<file path="src/rtl/cd_uart_tick_gen.sv">
// rtl/cd_uart_tick_gen.sv - oversample/bit tick generator with deferred baud reload
// Optional mid-bit tick is built only when CD_TICK_MIDBIT_EN is defined.
module cd_uart_tick_gen #(
    parameter int WIDTH_UART_CLK_LIMIT = 16,
    parameter int OVERSAMPLE           = 16,
    parameter int WIDTH_OS_CNT         = 4
) (
    input  logic                            clk,
    input  logic                            rst,
    input  logic [WIDTH_UART_CLK_LIMIT-1:0] baudrate,
    input  logic                            c_UART_ready,
    input  logic                            enable,
    input  logic                            uart_busy,
    output logic                            tick_os,
    output logic                            tick_bit,
    output logic                            tick_mid,
    output logic                            locked,
    output logic                            reload_pending
);

    typedef enum logic [1:0] {
        LOAD = 2'd0,
        RUN  = 2'd1,
        HOLD = 2'd2,
        PEND = 2'd3
    } state_t;

    localparam logic [WIDTH_OS_CNT-1:0]         OS_LAST  = WIDTH_OS_CNT'(OVERSAMPLE - 1);
    localparam logic [WIDTH_OS_CNT-1:0]         OS_ONE   = WIDTH_OS_CNT'(1);
    localparam logic [WIDTH_UART_CLK_LIMIT-1:0] DIV_ONE  = WIDTH_UART_CLK_LIMIT'(1);

    state_t                          state;
    state_t                          state_nxt;
    logic [WIDTH_UART_CLK_LIMIT-1:0] div_cnt;
    logic [WIDTH_UART_CLK_LIMIT-1:0] limit_reg;
    logic [WIDTH_OS_CNT-1:0]         os_cnt;
    logic                            counting;
    logic                            div_wrap;
    logic                            bit_start;

    // PEND keeps the old timebase alive until the frame can be cut at a bit edge.
    assign counting  = (state == RUN) || (state == PEND);
    assign div_wrap  = (div_cnt == limit_reg);
    assign bit_start = (os_cnt == '0) && (div_cnt == '0);

    assign tick_os  = counting && div_wrap;
    assign tick_bit = tick_os && (os_cnt == OS_LAST);
    assign locked   = (state != LOAD);

`ifdef CD_TICK_MIDBIT_EN
    localparam logic [WIDTH_OS_CNT-1:0] OS_MID = WIDTH_OS_CNT'(OVERSAMPLE / 2 - 1);
    assign tick_mid = tick_os && (os_cnt == OS_MID);
`else
    assign tick_mid = 1'b0;
`endif

    always_comb begin
        state_nxt = state;
        case (state)
            LOAD: begin
                if (!c_UART_ready) begin
                    state_nxt = LOAD;
                end else if (enable) begin
                    state_nxt = RUN;
                end else begin
                    state_nxt = HOLD;
                end
            end
            RUN: begin
                if (!c_UART_ready) begin
                    state_nxt = uart_busy ? PEND : LOAD;
                end else if (!enable) begin
                    state_nxt = HOLD;
                end
            end
            HOLD: begin
                if (!c_UART_ready) begin
                    state_nxt = uart_busy ? PEND : LOAD;
                end else if (enable) begin
                    state_nxt = RUN;
                end
            end
            PEND: begin
                if (!uart_busy && (tick_bit || bit_start)) begin
                    state_nxt = LOAD;
                end
            end
            default: state_nxt = LOAD;
        endcase
    end

    always_ff @(posedge clk) begin
        if (rst) begin
            state          <= LOAD;
            div_cnt        <= '0;
            os_cnt         <= '0;
            limit_reg      <= '0;
            reload_pending <= 1'b0;
        end else begin
            state <= state_nxt;
            if (state == LOAD) begin
                limit_reg      <= baudrate;
                div_cnt        <= '0;
                os_cnt         <= '0;
                reload_pending <= 1'b0;
            end else begin
                if (!c_UART_ready) begin
                    reload_pending <= 1'b1;
                end
                if (counting) begin
                    if (div_wrap) begin
                        div_cnt <= '0;
                        os_cnt  <= (os_cnt == OS_LAST) ? '0 : os_cnt + OS_ONE;
                    end else begin
                        div_cnt <= div_cnt + DIV_ONE;
                    end
                end
            end
        end
    end

endmodule

</file>
<file path="config.mk">
export PLATFORM = sky130hd
export DESIGN_NAME = cd_uart_tick_gen
export DESIGN_NICKNAME = d
export VERILOG_FILES = /design/src/rtl/cd_uart_tick_gen.sv
export SDC_FILE = /design/constraint.sdc
export NUM_CORES = 1
export LEC_CHECK = 0
export BUFFER_PORTS_ARGS = -buffer_cell sky130_fd_sc_hd__buf_2
export CAP_MARGIN = 25
export CORE_UTILIZATION = 40
export CTS_CLUSTER_DIAMETER = 30
export DETAILED_ROUTE_END_ITERATION = 8
export SLEW_MARGIN = 5
export SYNTH_ARGS = -nofsm -noshare
export SYNTH_HDL_FRONTEND = slang
export SYNTH_SLANG_ARGS = --single-unit
</file>
<file path="constraint.sdc">
create_clock -name clk -period 3.25 [get_ports clk]
set_input_delay 0.975 -clock clk [delete_from_list [all_inputs] [get_ports clk]]
set_output_delay 0.975 -clock clk [all_outputs]
set_load 0.02 [all_outputs]
</file>
==> impl_metrics.toml, run 1 <==
[floorplanning]
die_y_um = 71.79
start_util_pct = 41.52
die_area_um2 = 5153
die_w_um = 71.79
num_rows = 25
num_io_pins = 26
core-area_um2 = 4692

[cells_and_area]
multi_input_area_um2 = 1061
final_common_cell = "nand2_1"
register_area_um2 = 780.7
drive_gt1_share_pct = 15.95
num-fill-cells = 489
diodes = 0
final_cell_mix = "nand2_1 (43), dfxtp_1 (39), nor2_1 (24), a21oi_1 (24), buf_2 (24)"
syn_to_final_growth_pct = 11.37
layout.nets = 282

[grt]
grt_pass1_wl_um = 7003
grtUsageTotal_pct = 17.50
overflow = 0
antenna_found_initial = 0
grt_pass1_vias = 1495
grt_max_degree = 21

[critical_path]
endpoint = "tick_bit"
cp.arrival_ns = 1.87
reg2reg_depth = 6
start_kind = "flip-flop"
critPathMaxFanout = 6
ff2ff_setup_slack_ns = 1.31
r2r_start = "state[0]$_SDFFE_PP0P_"
crit_path_end_kind = "primary output"
worstPathRequired_ns = 2.27
path_class = "flip-flop to primary output"
startpoint = "div_cnt[2]$_SDFFE_PP0N_"
r2r_end = "os_cnt[3]$_SDFFE_PP0N_"

[synth]
syn_avg_cell_area_um2 = 8.325
synth_largest_area_cell = "dfxtp_1"
yosysWarnings = 0
synthFlopType = "dfxtp_1"
synth_edf_count = 0
synth_cell_type_count = 38
ys_seq_elements = 39
syn_area_um2 = 1948
synth_nets = 259
netlist.area_leader.share_pct = 40.08
ys_seq_area_share_pct = 40.08
ys_top_cells_by_area = "dfxtp_1 (40%), nand2_1 (8.3%), xor2_1 (8.1%), a21oi_1 (6.2%), xnor2_1 (5.4%)"
synthArstFlopShare_pct = 0
synthCells = 234

[sta]
fin_tns_setup_ns = 0
finalClockSkew_ns = 0.003941
setup_viol_count_final = 0
period_share_pct = 87.43
grt_setup_unrepaired = "false"
final.min_clock_period_ns = 2.841
timing_hold_violations_final = 0
timing.fmax_mhz = 351.9
slew_viol_final = 0

[hold_path]
hold_path.class = "flip-flop to flip-flop"
whs_path_depth = 2

[run_status]
status = "finished, final reports clean"

[power_and_ir_drop]
power_leakage_nw = 0.8617
power.total_mw = 0.9744
irDropWorstVdd_v = 0.0003017
p_per_area_nw_per_um2 = 449.1

[route]
wl_per_cell_um = 13.20
routed_wl_um = 4106
vias = 1550
via_per_inst = 4.984
drt_iter0_markers = 48
drc = 0
first_pass_iters = 4
drtAntennaViolNets = 0

[clock_tree]
cts_setup_buffers = 0
cts_resized = 0
clock_latency_ns = 0.28
cts_buffers = 5
cts_htree_levels = 2
cts_tree = "built"
clockRootBuffer = "clkbuf_8"
postCtsHoldBufs = 0
clock_sinks = 39
cts_max_path_buffers = 2
clk_pin_slew_ns = 0.07

[place]
hpwl_um = 3008
gp_congestion = 0.8227
io_buffers = 24

[job]
cap_violations = 0
[layout make-up]
cell class	count	share of cell area, %
clock buffer	6	3.806
sequential	39	35.99
timing repair buffer	26	6.228
inverter	10	1.730
tap	54	3.114
clock inverter	1	0.2307
multi-input combinational	175	48.90
[kinds of logic after synthesis]
logic type                 count (synthesis)  synth area share (%)
and+or+nand+nor                          105                 26.91
xor gates and xnor gates                  31                 14.32
AOI/OAI and AO/OA                         33                 9.956
adders and majority gates                  4                 2.569
DFF                                       39                 40.08
muxes                                      1                0.5138
other                                      1                0.1925
buffers and inverters                     20                 5.458
[worst max-delay path, stage by stage, from the launching register on]
cell and delay [ns]:
dfxtp_1 0.48, xor2_2 0.13, nor4_4 0.35, nand2_1 0.09, nand4bb_1 0.25, nor2_1 0.12, buf_2 0.17
[worst min-delay path by stage]
stage | from | to | slack [ns]
after floorplan | limit_reg[10]$_SDFFE_PP0P_ | limit_reg[10]$_SDFFE_PP0P_ | 0.45
after detailed placement | reload_pending$_SDFFE_PP0N_ | reload_pending$_SDFFE_PP0N_ | 0.44
after global routing | reload_pending$_SDFFE_PP0N_ | reload_pending$_SDFFE_PP0N_ | 0.48
after global placement | reload_pending$_SDFFE_PP0N_ | reload_pending$_SDFFE_PP0N_ | 0.43
after CTS | reload_pending$_SDFFE_PP0N_ | reload_pending$_SDFFE_PP0N_ | 0.45
final | reload_pending$_SDFFE_PP0N_ | reload_pending$_SDFFE_PP0N_ | 0.44
[through the flow]
step           setup WS (ns)  hold WS [ns]  cells  cell area, um2  utilization [%]
6_report              0.4086        0.4420    311            2170            46.24
5_1_grt               0.2667        0.4774    311            2170            46.24
4_1_cts               0.4001        0.4479    311            2170            46.24
3_5_place_dp          0.7242        0.4366    304            2082            44.37
3_3_place_gp          0.7595        0.4305    304            2082            44.37
2_1_floorplan         0.8157        0.4478    234            1948                -
[power breakdown]
| group | switching (mW) | leakage [nW] | total (mW) | internal, mW |
|---|---|---|---|---|
| Combinational | 0.0773 | 0.496 | 0.130 | 0.0528 |
| Clock | 0.161 | 0.0470 | 0.328 | 0.166 |
| Sequential | 0.0189 | 0.318 | 0.517 | 0.498 |
| Total | 0.257 | 0.862 | 0.974 | 0.717 |
[per-layer routing]
metal / up-vias / share of wire, % / global-route usage, %
li1: 820 / - / -
met1: 693 / 51 / 24.19
met2: 29 / 43 / 26.83
met3: 8 / 3.4 / 3.938
met4: 0 / 1.6 / 6.100
met5: - / 0 / 0
[cell usage after synthesis (3+ instances only)]
master,n
xor2_1,18
nand2b_1,3
nor4_1,3
nand4_1,6
ha_1,4
xnor2_1,12
clkbuf_1,4
nand2_1,43
nor2_1,24
a21oi_1,24
nand3_1,8
dfxtp_1,39
nor3_1,4
inv_1,9
buf_6,3
(Power assumes the default switching activity.)
==> inputs of run 2 (changes only) <==
==> constraint.sdc (replaced) <==
create_clock -name clk -period 3.5 [get_ports clk]
set_input_delay 1.05 -clock clk [delete_from_list [all_inputs] [get_ports clk]]
set_output_delay 1.05 -clock clk [all_outputs]
set_load 0.02 [all_outputs]
==> impl_metrics.toml, run 2 (same netlist as run 1, synthesis figures left out) <==
[run_status]
status = "finished, final reports clean"

[critical_path]
cp.arrival_ns = 1.88
worstPathRequired_ns = 2.45
critPathMaxFanout = 6
path_class = "flip-flop to primary output"
start_kind = "flip-flop"
crit_path_end_kind = "primary output"

[clock_tree]
cts_htree_levels = 2
cts_setup_buffers = 0
postCtsHoldBufs = 0
clock_sinks = 39
cts_buffers = 5
cts_max_path_buffers = 2
cts_resized = 0
cts_tree = "built"
clockRootBuffer = "clkbuf_8"
clk_pin_slew_ns = 0.07
clock_latency_ns = 0.29

[grt]
grt_max_degree = 21
grt_pass1_wl_um = 7024
overflow = 0
grt_pass1_vias = 1485
antenna_found_initial = 0
grtUsageTotal_pct = 17.74

[hold_path]
hold_path.class = "flip-flop to flip-flop"

[route]
drt_iter0_markers = 49
drc = 0
routed_wl_um = 4088
wl_per_cell_um = 13.10
vias = 1572
via_per_inst = 5.038
first_pass_iters = 4
drtAntennaViolNets = 0

[sta]
slew_viol_final = 0
timing_hold_violations_final = 0
period_share_pct = 83.62
finalClockSkew_ns = 0.003865
grt_setup_unrepaired = "false"
final.min_clock_period_ns = 2.927
fin_tns_setup_ns = 0
setup_viol_count_final = 0
timing.fmax_mhz = 341.7

[power_and_ir_drop]
power_frac_clock_pct = 42.3
internal_power_mw = 0.7962
power_leakage_nw = 0.8801
p_comb_share_pct = 11.6
p_per_area_nw_per_um2 = 470.5
pwr-share-seq_pct = 46.0
irDropWorstVdd_v = 0.0002491
switchingPower_mw = 0.2458
swShare_pct = 23.59

[place]
hpwl_um = 3031
gp_congestion = 0.8223
io_buffers = 24

[floorplanning]
die_y_um = 71.79
num_rows = 25
die_area_um2 = 5153
die_w_um = 71.79
num_io_pins = 26
start_util_pct = 41.52
core-area_um2 = 4692

[cells_and_area]
utilization_pct = 47.20
final_cell_mix = "nand2_1 (43), dfxtp_1 (39), nor2_1 (24), a21oi_1 (24), buf_2 (24)"
syn_to_final_growth_pct = 13.68
drive_gt1_share_pct = 15.89
layout.nets = 282
diodes = 0
final_common_cell = "nand2_1"

[job]
cap_violations = 0
==> run 2: critical path, cell delays in order, from the launching register on <==
cell	delay, ns
dfxtp_1	0.48
xor2_2	0.13
nor4_4	0.35
nand2_1	0.10
nand4bb_1	0.24
nor2_1	0.12
buf_2	0.17
==> run 2: power groups by stage <==
| stage | sequential [mW] | clock (mW) | combinational, mW |
|---|---|---|---|
| finish | 0.480 | 0.441 | 0.121 |
| floorplan | 0.484 | 0 | 0.0906 |
| detailed placement | 0.490 | 0 | 0.121 |
| global route | 0.482 | 0.471 | 0.136 |
| global placement | 0.490 | 0 | 0.120 |
| CTS | 0.480 | 0.450 | 0.122 |
==> run 2: layout make-up <==
type / instances / area [um2]
fillers: 486 / 2477
multi-input cells: 175 / 1061
flip-flops and latches: 39 / 780.7
repair buffers: 26 / 135.1
clock buffers: 6 / 72.57
well taps: 54 / 67.56
clock inverters: 2 / 60.06
inverters: 10 / 37.54
==> run 2: path summary, 6_finish.rpt <==
path | cells after the start | from | end | slack (ns)
setup / recovery | 6 | div_cnt[2]$_SDFFE_PP0N_ | tick_bit | 0.57
hold / removal | 2 | reload_pending$_SDFFE_PP0N_ | reload_pending$_SDFFE_PP0N_ | 0.44
setup reg to reg | 6 | state[0]$_SDFFE_PP0P_ | os_cnt[3]$_SDFFE_PP0N_ | 1.54
hold reg to reg | 2 | reload_pending$_SDFFE_PP0N_ | reload_pending$_SDFFE_PP0N_ | 0.44
==> run 2: through the flow <==
stage	cells	power (mW)	setup WS (ns)	cell area [um2]	hold WS, ns
after floorplan	234	0.5746	0.9907	1948	0.4478
after global placement	304	0.6104	0.9347	2082	0.4305
after detailed placement	304	0.6117	0.9001	2082	0.4375
after CTS	312	1.051	0.5637	2215	0.4472
after global routing	312	1.089	0.4248	2215	0.4806
final	312	1.042	0.5733	2215	0.4415
==> run 2: routing by layer <==
layer | vias to the layer above | routed length, um | part of all wire, % | global-route usage, %
met5 | - | 0 | 0 | 0
met4 | 0 | 57 | 1.4 | 5.882
met3 | 7 | 168 | 4.1 | 5.063
met2 | 38 | 1731 | 42 | 26.00
met1 | 703 | 2131 | 52 | 25.02
li1 | 824 | - | - | -
